[config.mk]
export PLATFORM = sky130hd
export DESIGN_NAME = out_port_arbiter
export DESIGN_NICKNAME = d
export VERILOG_FILES = /design/src/rtl/out_port_arbiter.sv
export SDC_FILE = /design/constraint.sdc
export NUM_CORES = 1
export LEC_CHECK = 0
export ABC_CLOCK_PERIOD_IN_PS = 6450
export CAP_MARGIN = 10
export CORE_MARGIN = 3
export CORE_UTILIZATION = 44
export CTS_CLUSTER_DIAMETER = 40
export DETAILED_ROUTE_END_ITERATION = 6
export MAX_ROUTING_LAYER = met4
export PLACE_DENSITY = 0.83
export SLEW_MARGIN = 20
export SYNTH_ARGS = -nofsm -noshare
export SYNTH_HDL_FRONTEND = slang
export SYNTH_SLANG_ARGS = --single-unit
[constraint.sdc]
create_clock -name clk_i -period 6.45 [get_ports clk_i]
set_clock_uncertainty 0.05 [all_clocks]
set_input_delay 1.29 -clock clk_i [delete_from_list [all_inputs] [get_ports clk_i]]
set_output_delay 1.29 -clock clk_i [all_outputs]
set_load 0.01 [all_outputs]
[src/rtl/out_port_arbiter.sv]
// Output-channel arbiter for one mesh-router direction: per-VC round-robin
// grant into a two-entry (VC0/VC1) output buffer drained by the so/ro link.
module out_port_arbiter #(
   parameter int DATA_WIDTH = 64,
   parameter int NUM_REQ    = 4
) (
   input  logic                          clk_i,
   input  logic                          reset_i,
   input  logic                          polarity_i,
   input  logic [NUM_REQ-1:0]            req_i,
   input  logic [NUM_REQ*DATA_WIDTH-1:0] req_data_i,
   output logic [NUM_REQ-1:0]            gnt_o,
   output logic                          so_o,
   input  logic                          ro_i,
   output logic [DATA_WIDTH-1:0]         do_o,
   output logic [1:0]                    obuf_full_o,
   output logic                          vc_err_o,
   output logic [15:0]                   tx_count_o
);

   localparam int PW = (NUM_REQ > 1) ? $clog2(NUM_REQ) : 1;

   logic [1:0][DATA_WIDTH-1:0] obuf_q, obuf_d;
   logic [1:0]                 full_q, full_d;
   logic [PW-1:0]              ptr0_q, ptr0_d;
   logic [PW-1:0]              ptr1_q, ptr1_d;
   logic                       vc_err_q, vc_err_d;
   logic [15:0]                tx_q, tx_d;

   logic                  v, t, found;
   logic [PW-1:0]         ptr_v, idx, win, nxt;
   logic [DATA_WIDTH-1:0] win_data;

   // Arbitration fills VC==polarity while the link drains the other VC
   assign v     = polarity_i;
   assign t     = ~polarity_i;
   assign ptr_v = v ? ptr1_q : ptr0_q;

   always_comb begin
      found = 1'b0;
      win   = '0;
      idx   = '0;
      if (!reset_i && !full_q[v]) begin
         for (int k = 0; k < NUM_REQ; k++) begin
            idx = PW'((int'(ptr_v) + k) % NUM_REQ);
            if (!found && req_i[idx]) begin
               found = 1'b1;
               win   = idx;
            end
         end
      end
   end

   assign win_data = req_data_i[int'(win)*DATA_WIDTH +: DATA_WIDTH];
   assign nxt      = PW'((int'(win) + 1) % NUM_REQ);

   always_comb begin
      gnt_o = '0;
      if (found) gnt_o[win] = 1'b1;
   end

   assign so_o = !reset_i && full_q[t] && ro_i;
   assign do_o = so_o ? obuf_q[t] : '0;

   always_comb begin
      obuf_d   = obuf_q;
      full_d   = full_q;
      ptr0_d   = ptr0_q;
      ptr1_d   = ptr1_q;
      vc_err_d = vc_err_q;
      tx_d     = tx_q;
      if (found) begin
         obuf_d[v] = win_data;
         full_d[v] = 1'b1;
         if (v) ptr1_d = nxt;
         else   ptr0_d = nxt;
         if (win_data[DATA_WIDTH-1] != v) vc_err_d = 1'b1;
      end
      if (so_o) begin
         full_d[t] = 1'b0;
         tx_d      = tx_q + 16'd1;
      end
   end

   always_ff @(posedge clk_i or posedge reset_i) begin
      if (reset_i) begin
         obuf_q   <= '0;
         full_q   <= '0;
         ptr0_q   <= '0;
         ptr1_q   <= '0;
         vc_err_q <= 1'b0;
         tx_q     <= '0;
      end else begin
         obuf_q   <= obuf_d;
         full_q   <= full_d;
         ptr0_q   <= ptr0_d;
         ptr1_q   <= ptr1_d;
         vc_err_q <= vc_err_d;
         tx_q     <= tx_d;
      end
   end

   assign obuf_full_o = full_q;
   assign vc_err_o    = vc_err_q;
   assign tx_count_o  = tx_q;

endmodule

==> results.md, run 1 <==
- Synthesized cell area: between 8000 and 9000 um^2
- Synth Flop Type: dfrtp_1
- CTS tree: done
- Largest net degree at the start of global routing: 70
- Synthesized Nets: ~900
- Critical path type: input pin to output port
- # diodes: 0
- DRC errors left: 0
- Final hold vios: 0
- Initial antenna violation count: 0
- CTS H-tree lvls: 4
- Share of post-route cells with drive strength above 1: 24.7%
- Final ANT Viol Nets: 0
- Final period utilization: 83.1%
- Worst-path clk slew: around 0.060 ns
- IO buf count: ~350
- Post-synth top area cell: dfrtp_1
- RSZ-0062 raised after global routing: no
- Setup TNS: 0 ns
- Clk_lat worst skew: about 0.4 ns
- Yosys warns: 0
- Reg2reg end: obuf_q[70]
- Total setup buffers inserted after CTS: 0
- Initial Util: 45.0%
- Mux cell area share after synthesis: 41.9%
- Hold Path End: tx_count_o[14]
- Most frequent cells in the layout: clkdlybuf4s50_1 (350), dfrtp_1 (151), mux2_2 (130)
- Number of global-route vias before repair: just under 7000
- Vias: between 6000 and 7000
- Proportion of synthesized chip area in sequential cells: 44.6%
- P_leak: about 5.2 nW
- Power density over cell area: about 330 nW/um^2
- Slew Limit Fails: 0
- Synth Area in Simple Gates: roughly 6.5%
- Vias/cell: 5.33
- Async set-reset flop share out of synthesis: 100%
- Cts hold-fix bufs: 0
- Routed wire length: ~23 mm
- Cts repair resizes: 0
- Flops & latches, synth: between 150 and 200
- RD Place Congestion: between 0.7 and 0.8
- Sw power: about 0.0012 W
- Status: finished, final reports clean
- Post-Synth XOR/XNOR Area: 1.55%
- Switching part of the total: about 29%
- Synth cell types: 48
- Global route total overflow: 0
- Total CTS buffers: 17
- Worst vdd ir: around 0.2 mV
- Crit path DAT: around 4 ns
- Crit end category: output port
- Core ar.: ~19000 um^2
- Clock sinks: around 150
- Die W: about 140 um
- # nets final: 1231
- Hold path startpoint: tx_count_o[14]
- Total GRT Usage: roughly 22%
- Wirelength per Cell: 19.0 um
- Largest buffer count on any clock path: 2
- Max-cap viol count: 0
- Hold Path Depth: 1
- Die Height: 145 um
- # rows: 50
- Ports: about 350
- Flop pwr share: between 30% and 40%
- Worst Path Max Fanout: 40
- Average size of a mapped cell: around 14 um^2
- Top-area cell type share of the netlist area: between 40% and 50%
- Total Die Area: between 20000 and 25000 um^2
- Logic pwr share: 36.4%
- Max-Slew Margin vs Limit: about 34%
- Setup violators final: 0
- Area of the multi-input gates: 4480 um^2
- Commonest non-fill, non-tap cell in the layout: clkdlybuf4s50_1
- Period minus WS final: between 5 and 6 ns
- FMAX: around 0.19 GHz
- DRT iter0 DRCs: ~180
- Hold/Removal Path Class: register to register
- Synthesized-area fraction occupied by adder cells: less than 1%
- Util after Layout: between 60 and 70%
- Hold Worst Slack: roughly 0.44 ns
- Internal power: a little over 0.003 W
- Post-synthesis compound-gate area fraction: under 10%
- Worst reg2reg setup slack: 3.28 ns
- Post-synth EDFFs: 0
- Root Driver: clkbuf_16
- Crit path required time: 5.11 ns
- Layout Area Growth over Synthesis: 51.7%
- Reg area: between 3000 and 4000 um^2
- Dominant cells by area after synthesis: dfrtp_1 (45%), mux2_2 (17%), mux4_2 (17%)
- Post-synthesis cell count: 627
- Clock share of power: between 20% and 30%
- Largest family of logic cells by synthesized area: multiplexers
- Hpwl dp: between 15 and 20 mm
- CP Launch Type: input pin
- First-pass GRT wire length: about 35 mm
- Filler instances: roughly 1400
- Pre-antenna DRT Iters: 4
- Worst R2R Path Depth: 6
- Placed insts: approximately 1200
- Slew @ Worst Pin: 0.994 ns
- Reg2Reg Launch Point: ptr1_q[1]
- Final cell count without fillers: between 1000 and 1500
per-stage QoR:
| stage | area [um^2] | total power, W | setup WS (ns) |
|---|---|---|---|
| after floorplan | 8480 | 0.00262 | 0.391 |
| after global placement | 12200 | 0.00316 | 1.09 |
| after detailed placement | 12200 | 0.00322 | 1.04 |
| after CTS | 12900 | 0.00434 | 1.03 |
| after global routing | 12900 | 0.00455 | 0.816 |
| final | 12900 | 0.00430 | 1.09 |
power by group through the flow:
stage | clock [W] | combinational (W) | sequential [W]
floorplan | 0 | 0.00104 | 0.00158
global placement | 0 | 0.00154 | 0.00162
detailed placement | 0 | 0.00158 | 0.00164
CTS | 0.00112 | 0.00159 | 0.00163
global route | 0.00117 | 0.00170 | 0.00168
finish | 0.00110 | 0.00156 | 0.00163
cell families (layout without fill, tap and decap cells):
logic type	after synthesis	after routing
compound gates	20	20
buf+inv	54	399
xor+xnor	15	15
mux	260	260
simple gates	122	122
flops	151	151
fa+ha+maj	5	5
synth_stat cells, drive strengths merged (4+ instances only):
cell type / count
mux2i: 66
clkbuf: 21
mux4: 63
nor2: 71
mux2: 131
nand3: 7
and2: 4
ha: 5
nor3: 6
dfrtp: 151
xnor2: 13
inv: 9
buf: 24
nand2: 15
worst max-delay path by stage:
stage          cells after the start  slack [ns]        to  startpoint
2_1_floorplan                      9        0.39  gnt_o[3]     reset_i
3_3_place_gp                       8        1.09  gnt_o[3]     reset_i
3_5_place_dp                       8        1.04  gnt_o[1]     reset_i
4_1_cts                            8        1.03  gnt_o[1]     reset_i
5_1_grt                            8        0.82  gnt_o[3]     reset_i
6_report                           8        1.09  gnt_o[1]     reset_i
layout make-up:
| cell class | count | area share (%) |
|---|---|---|
| clock buffers | 17 | 3.31 |
| clock inverters | 12 | 1.76 |
| inverters | 9 | 0.302 |
| multi-input cells | 422 | 34.9 |
| flip-flops and latches | 151 | 29.4 |
| well taps | 260 | 2.53 |
| repair buffers | 361 | 27.9 |
sequential cells by signal, summed over array words and instances (netlist names):
signal	count
obuf_q	128
tx_count_o	16
obuf_full_o	2
ptr0_q	2
ptr1_q	2
vc_err_o	1
routing by layer:
| metal | vias up | global-route usage [%] | share of wire (%) | wire length (um) |
|---|---|---|---|---|
| li1 | 3001 | - | - | - |
| met1 | 3305 | 25.0 | 38 | 8840 |
| met2 | 231 | 39.9 | 54 | 12600 |
| met3 | 24 | 5.92 | 7.1 | 1670 |
| met4 | 0 | 6.28 | 1.4 | 335 |
| met5 | - | - | 0 | 0 |
worst max-delay path: stages:
cell and delay, ns:
clkdlybuf4s50_1 0.47, inv_6 0.31, nand2_1 0.20, or4_4 0.76, inv_1 0.15, ha_1 0.15
and2_1 0.12, clkdlybuf4s50_1 0.53
No activity file was read; power rests on OpenSTA's default activity.
==> run 2: changes to the inputs <==
Settings changed: ABC_CLOCK_PERIOD_IN_PS 6450 to 5570.
Clock period 6.45 ns to 5.57 ns, I/O delays scaled along.
==> run 2 against run 1 <==
- wire length is 0.19% lower
- worst hold slack worse by 0.017 ns
- total power is 12% higher
- largest cell class unchanged
==> results.md, run 2 (synthesis gave the netlist of run 1 again) <==
- Core ar.: 18800 um^2 (unchanged)
- Pre-antenna DRT Iters: 4 (unchanged)
- Final ANT Viol Nets: 0 (unchanged)
- Placed insts: 1206 (+0.25%)
- Share of post-route cells with drive strength above 1: 24.9% (+0.26 points)
- Total setup buffers inserted after CTS: 0 (unchanged)
- Routed wire length: 23.4 mm (-0.19%)
- Critical path type: input pin to output port
- Largest net degree at the start of global routing: 88 (+26%)
- Internal power: 0.00339 W (+11%)
- Slew Limit Fails: 0 (unchanged)
- FMAX: ~0.19 GHz
- Setup TNS: 0 ns (unchanged)
- Wirelength per Cell: 18.9 um (-0.68%)
- # nets final: 1234 (+0.24%)
- Initial Util: 45.0% (unchanged)
- Worst-path clk slew: 0.06 ns (about the same)
- Vias/cell: 5.31 (-0.38%)
- Crit end category: output port
- Final hold vios: 0 (unchanged)
- Crit path required time: 4.41 ns (-0.70 ns)
- Sw power: 0.00143 W (+16%)
- Switching part of the total: 29.7% (+0.88 points)
- RSZ-0062 raised after global routing: no
- Total CTS buffers: 17 (unchanged)
- # rows: 50 (unchanged)
- Ports: 352 (unchanged)
- Largest buffer count on any clock path: 2 (unchanged)
- Worst vdd ir: 0.276 mV (+39%)
- CP Cell Sequence: clkdlybuf4s50_1 > nor3_1 > o211ai_1 > or3b_1 > nor2_4 > inv_1 > ha_1 > and2_1 > clkdlybuf4s50_1
- Final period utilization: between 90% and 100%
- Initial antenna violation count: 0 (unchanged)
- Total Die Area: 21000 um^2 (unchanged)
- Max-cap viol count: 0 (unchanged)
- Crit path DAT: 4.12 ns (+0.10 ns)
- Die Height: 145 um (unchanged)
- P_leak: 5.21 nW (-0.51%)
- CP Launch Type: input pin
- Hold Path Depth: 1 (unchanged)
- Clock share of power: 23.5% (-2.2 points)
- CTS H-tree lvls: 4 (unchanged)
- CP max-delay cell: nor2_4
- Max FFs per register: 128 (unchanged)
- Max-Slew Margin vs Limit: 33.3% (-0.44 points)
- Clk_lat worst skew: 0.40 ns (about the same)
- Hpwl dp: 17.7 mm (+1.0%)
- Root Driver: clkbuf_16
- DRC errors left: 0 (unchanged)
- Most frequent cells in the layout: clkdlybuf4s50_1 (350), dfrtp_1 (151), mux2_2 (130)
- Slew @ Worst Pin: 1.00 ns (+0.00756 ns)
- Clock sinks: 151 (unchanged)
- Power density over cell area: 376 nW/um^2 (+12%)
- Biggest register: obuf_q
- Vias: 6568 (+0.11%)
- Number of global-route vias before repair: 7005 (+1.5%)
- Global route total overflow: 0 (unchanged)
- Layout Area Growth over Synthesis: 51.3%
- Logic pwr share: 37.5% (+1.1 points)
- CTS tree: done
- Total GRT Usage: 22.5% (about the same)
- Worst Path Max Fanout: 32 (-20%)
- Final cell count without fillers: 1238 (+0.49%)
- Commonest non-fill, non-tap cell in the layout: clkdlybuf4s50_1
- Hold/Removal Path Class: register to register
- Cts repair resizes: 0 (unchanged)
- DRT iter0 DRCs: 146 (-17%)
- IO buf count: 351 (unchanged)
- Die W: 145 um (unchanged)
- RD Place Congestion: 0.772 (-2.0%)
- Slowest stage delay, CP: 0.74 ns (-0.02 ns)
- Filler instances: 1424 (+0.42%)
- Cts hold-fix bufs: 0 (unchanged)
- Worst R2R Path Depth: 8 (+2)
- Status: finished, final reports clean
- Setup violators final: 0 (unchanged)
- First-pass GRT wire length: 35.2 mm (+0.45%)
- Flop pwr share: 39.0% (+1.1 points)
- # diodes: 0 (unchanged)
- Crit-path most repeated cell: clkdlybuf4s50_1
- Period minus WS final: ~5.3 ns
==> run 2: cell count changes in the layout (fill, tap and decap cells not counted), sizes merged <==
cell,before,now
clkbuf,17,20
clkinv,2,1
inv,11,13
bufinv,6,2
buf,11,14
clkinvlp,2,5
==> run 2: metrics by stage <==
stage | hold WS (ns) | setup slack, ns | area, um^2 | util (%) | total power [W]
2_1_floorplan | 0.429 | 0.644 | 8480 | - | 0.00303
3_3_place_gp | 0.412 | 0.357 | 12200 | 65.0 | 0.00366
3_5_place_dp | 0.425 | 0.302 | 12200 | 65.0 | 0.00373
4_1_cts | 0.435 | 0.297 | 12800 | 68.1 | 0.00489
5_1_grt | 0.452 | 0.113 | 12800 | 68.1 | 0.00512
6_report | 0.427 | 0.282 | 12800 | 68.1 | 0.00482
==> run 2: power by group through the flow <==
stage	Clock, W	Sequential [W]	Combinational [W]
after floorplan	0	0.00183	0.00121
after global placement	0	0.00187	0.00178
after detailed placement	0	0.00190	0.00183
after CTS	0.00116	0.00188	0.00184
after global routing	0.00121	0.00194	0.00197
final	0.00113	0.00188	0.00181
==> run 2: per-layer routing <==
layer / up-vias / GRT usage [%] / wire [um]
li1: 3016 / - / -
met1: 3284 / 25.4 / 8840
met2: 242 / 40.0 / 12600
met3: 26 / 4.93 / 1540
met4: 0 / 6.53 / 471
met5: - / - / 0
==> run 2: final cells by class <==
class,count,area (um^2),area share [%]
tap,260,325,2.54
clock buffer,20,447,3.48
timing repair buffer,364,3610,28.2
sequential,151,3780,29.5
multi-input combinational,422,4480,35.0
clock inverter,12,141,1.10
inverter,9,38.8,0.302
==> run 2: path summary, 6_finish.rpt <==
path | from | endpoint | slack [ns]
worst max-delay path | req_i[1] | gnt_o[1] | 0.28
worst min-delay path | tx_count_o[15] | tx_count_o[15] | 0.43
worst max register to register | ptr0_q[1] | obuf_q[87] | 1.95
worst min register to register | tx_count_o[15] | tx_count_o[15] | 0.43
max in group asynchronous | reset_i | obuf_q[17] | 2.84
min in group asynchronous | reset_i | ptr0_q[1] | 1.35
==> run 2: critical path: cells and delay by family <==
kind            cells  cell delay (ns)
simple gates        4             1.44
buf+inv             3             1.24
fa+ha+maj           1             0.22
compound gates      1             0.10
==> edit 1: new RTL, flow settings as in run 1 <==
The parameter `NUM_REQ` goes from 4 to 8.
--- a/src/rtl/out_port_arbiter.sv
+++ b/src/rtl/out_port_arbiter.sv
@@ -2,7 +2,7 @@
 // grant into a two-entry (VC0/VC1) output buffer drained by the so/ro link.
 module out_port_arbiter #(
    parameter int DATA_WIDTH = 64,
-   parameter int NUM_REQ    = 4
+   parameter int NUM_REQ    = 8
 ) (
    input  logic                          clk_i,
    input  logic                          reset_i,
Ports: changed (resized gnt_o, req_data_i and req_i); port bits go from 352 to 616. No check against the original RTL was run, so the function may have changed too.
==> edit 1 against run 1 <==
First-iteration DRC count grew to 9.1 times the old value. Die area grew 42%. Highest routed layer unchanged. Synthesized cell count grew to 2.8 times the old value. Via count grew 130%. Area after synthesis grew 44%. Power grew 39%. Non-clock buffer count grew 296. Routed wire length grew 150%. Largest cell class unchanged. Count of clock-buffer cells in the layout is the same. Global-route usage grew 15 points. Critical path type unchanged. Cell area grew 49%. Setup slack lost 870 ps. Sequential cell count grew 2.
==> edit 1: results (changes against run 1) <==
metric	value	unit	change
rows	60		+20%
firstDrtPassIters	6		+2
synth_nets	2299		+160%
placed_area	18500	um2	+52%
grt_pass1_wl	82600	um	+140%
p_int	3.40	mW	+11%
hold_path.class	reg -> reg		
outcome	completed		
wl_per_cell	21.1	um	+11%
hold_path_depth	2		+1
gp_congestion	0.923		+17%
synth_top_cells_by_count	792 x nand2_1, 153 x dfrtp_1, 124 x o31ai_1		
ys_types	54		+13%
netlist_top_cells_area	dfrtp_1 31%, nand2_1 24%, o31ai_1 7.6%, mux2i_1 6.5%, nand3_1 4.8%		
dp_hpwl	44400	um	+150%
grt_antenna_before_repair	24		+24
yosysWarnings	0		unchanged
clk_latency	420	ps	
worstPathMaxFanout	6		-85%
ir_worst_vdd	0.196	mV	-1.3%
grt_max_degree	210		+200%
drt_iter0_markers	1605		+810%
p_leak	8.59	nW	+64%
drive_gt1_share	6.02	%	-19 points
vias_per_cell	5.50		+3.2%
grt_pass1_vias	13779		+100%
fillerInstances	2282		+61%
grt_use_total	37.7	%	+15 points
tightestPinTransition	920	ps	-73.7 ps
worstPathArrival	4890	ps	+870 ps
port_buffers	615		+75%
ys_seq_area_share	31.4	%	-13 points
final_nets	2839		+130%
pre_cts_ws	225	ps	-817 ps
r2r_cells	16		+10
==> edit 1: cell count changes in the layout (fill, tap and decap cells not counted), sizes merged, moves of 8 or more <==
cell / run 1 / this run
mux2i: 66 / 83
nand3: 7 / 134
diode: 0 / 27
o21ai: 3 / 139
a21oi: 3 / 11
nor2: 71 / 86
nand2: 15 / 792
o31ai: 0 / 124
clkdlybuf4s50: 350 / 614
buf: 11 / 43
mux2: 131 / 13
mux4: 63 / 11
==> edit 1: final timing paths <==
kind                       slack [ps]        from             end
min in group asynchronous        1180     reset_i  obuf_full_o[0]
min reg2reg                       430  obuf_q[95]      obuf_q[95]
min                               430  obuf_q[95]      obuf_q[95]
max reg2reg                      1530   ptr0_q[1]      obuf_q[52]
max in group asynchronous        3620     reset_i      obuf_q[98]
max                               220  polarity_i        gnt_o[3]
==> edit 1: cell families after synthesis <==
family | synth area share [%]
multiplexers | 10.4
AND/OR/NAND/NOR | 34.8
buffers and inverters | 5.65
flip-flops | 31.4
AO/OA/AOI/OAI | 15.7
XOR/XNOR | 1.49
adder cells (fa/ha/maj) | 0.411
==> edit 1: area by class of cell <==
type | count | share of cell area [%]
clock buffers | 17 | 2.21
multi-input cells | 1475 | 40.1
inverters | 7 | 0.221
repair buffers | 657 | 33.7
diodes | 27 | 0.352
flip-flops and latches | 153 | 19.9
well taps | 372 | 2.42
clock inverters | 15 | 1.09
==> edit 1: power by group through the flow <==
stage | clock network (mW) | registers, mW | logic (mW)
final | 1.08 | 1.63 | 3.26
after global routing | 1.13 | 1.68 | 3.58
after CTS | 1.08 | 1.62 | 3.23
after detailed placement | 0 | 1.64 | 3.21
after global placement | 0 | 1.61 | 3.17
after floorplan | 0 | 1.58 | 2.12
==> edit 1: stage by stage <==
step	utilization, %	std cells
floorplan	-	1771
global placement	68.3	2664
detailed placement	68.3	2664
CTS	70.7	2696
global route	70.9	2720
finish	70.9	2723
==> edit 1: layer usage <==
| metal | global-route usage, % | routed length [um] | part of all wire (%) | vias to the layer above |
|---|---|---|---|---|
| met5 | - | 0 | 0 | - |
| met4 | 12.2 | 1700 | 3.0 | 0 |
| met2 | 59.5 | 27500 | 48 | 726 |
| met3 | 11.9 | 6000 | 10 | 95 |
| met1 | 46.2 | 22300 | 39 | 7056 |
| li1 | - | - | - | 7093 |
==> edit 1: critical path, cell delays in order <==
cell,delay (ps)
buf_4,160
mux2i_2,320
inv_2,60
ha_1,250
xnor2_1,270
mux4_2,580
and3_1,180
and3_1,170
a211o_1,260
a221o_1,360
inv_2,170
nand2_2,110
nor2_1,150
clkdlybuf4s50_1,560
==> edit 2: new RTL, settings of run 1 <==
Without the edit above. Reset style: synchronous (`reset_i`), changed in one clocked block.
--- a/src/rtl/out_port_arbiter.sv
+++ b/src/rtl/out_port_arbiter.sv
@@ -82,7 +82,7 @@
       end
    end
 
-   always_ff @(posedge clk_i or posedge reset_i) begin
+   always_ff @(posedge clk_i) begin
       if (reset_i) begin
          obuf_q   <= '0;
          full_q   <= '0;
Behaviour: differs if reset_i is asserted again (counterexample within 4 cycles, from zero or initial values and one cycle with reset_i high); with reset_i held inactive, the same outputs for 4 cycles.
==> edit 2 against run 1 <==
Setup slack worse by 290 ps. Critical path type unchanged. Sequential cell count unchanged. Routed wire length is 24% higher. Area after synthesis rose by 2.2%. Cell area is 0.99% lower. Core utilization down 1.3 points. Critical path depth is 2 lower.
Power is not compared: it rests on default switching activity, and its combinational part moved more than twofold at a synthesized area within 25%.
==> edit 2: results (changes against run 1) <==
metric	value	unit	change
grt_max_degree	128		+83%
ir_worst_vdd	0.166	mV	
worstPathArrival	4320	ps	+300 ps
drive_gt1_share	5.57	%	-19 points
cts_root_buf	clkbuf_16		
fillerInstances	1621		+14%
worstPathMaxFanout	53		+33%
htreeDepth	4		unchanged
synth_nets	1299		+45%
yosysWarnings	0		unchanged
ys_seq_area_share	34.9	%	-9.7 points
drt_iter0_markers	508		+190%
vias_per_cell	5.78		+8.5%
slew_viol_final	0		unchanged
avgSynthCellArea	8.41	um2	-38%
outcome	completed		
clk_latency	410	ps	about the same
ys_types	46		-4.2%
synth_edf_count	0		unchanged
grt_use_total	27.2	%	+4.8 points
ys.flop_type	dfxtp_1		
cts.clk_slew.worst_paths	60	ps	about the same
cts.repair.resized	0		unchanged
vias	9094		+39%
firstDrtPassIters	5		+1
cts.path.max_buffers	2		unchanged
placed_area	12100	um2	-0.60%
postRouteWirelength	29100	um	+24%
netlist_top_cells_area	dfxtp_1 35%, a211oi_1 11%, o31ai_1 10%, and3_1 9.4%, nand3_1 7.7%		
grt_antenna_before_repair	3		+3
gp_congestion	0.854		+8.5%
drc_errors	0		unchanged
tightestPinTransition	1100	ps	+106 ps
port_buffers	351		unchanged
postCtsSetupRepairBufs	0		unchanged
cts_buffers	17		unchanged
synth_top_cells_by_count	151 x dfxtp_1, 133 x nand3_1, 130 x and3_1		
p_leak	4.99	nW	
top_register	obuf_q		
dp_hpwl	20400	um	+17%
largest_reg_flops	128		unchanged
grt_pass1_wl	46600	um	+33%
dp.cells	1542		+28%
final_nets	1570		+28%
grt_pass1_vias	8786		+27%
hold_path.class	reg -> reg		
synthArstFlopShare	0	%	-100 points
## edit 2: where the power goes
group	switching [mW]	internal, mW
Sequential	0.0412	1.02
Clock	0.371	0.640
Combinational	0.279	0.281
## edit 2: kinds of logic after synthesis
kind of cell / count (synthesis) / synth area share (%)
adders and majority gates: 5 / 0.722
buffers and inverters: 126 / 6.83
DFF: 151 / 34.9
xor gates and xnor gates: 15 / 1.52
muxes: 70 / 8.19
AOI/OAI and AO/OA: 271 / 24.2
and+or+nand+nor: 392 / 23.6
## edit 2: stage by stage
stage | worst slack (ps) | power [mW]
floorplan | 1570 | 1.38
global placement | 890 | 1.62
detailed placement | 806 | 1.64
CTS | 783 | 2.64
global route | 595 | 2.75
finish | 795 | 2.63
## edit 2: worst paths after layout
kind / from / endpoint / slack, ps / cells past startpoint
worst max-delay path: reset_i / do_o[22] / 790 / 6
worst min-delay path: obuf_q[102] / obuf_q[102] / 420 / 2
worst max register to register: obuf_full_o[1] / vc_err_o / 2960 / 9
worst min register to register: obuf_q[102] / obuf_q[102] / 420 / 2
## edit 2: area by class of cell
class	count	area [um2]	area share (%)
diodes	3	7.51	0.0589
flip-flops and latches	151	3020	23.7
clock buffers	20	437	3.43
well taps	260	325	2.55
repair buffers	369	3650	28.6
clock inverters	9	154	1.21
inverters	9	43.8	0.344
multi-input cells	753	5100	40.0
## edit 2: routing by layer
layer	global-route usage [%]	up-vias	share of wire, %
met1	33.2	4224	42
li1	-	4459	-
met3	6.58	51	7.7
met2	44.8	360	49
met5	-	-	0
met4	8.28	0	2.1
## edit 2: critical path: stages
cell and delay, ps:
clkdlybuf4s50_1 720, inv_4 490, nand3_4 670, buf_4 430, nor2_1 130, clkdlybuf4s50_1 570
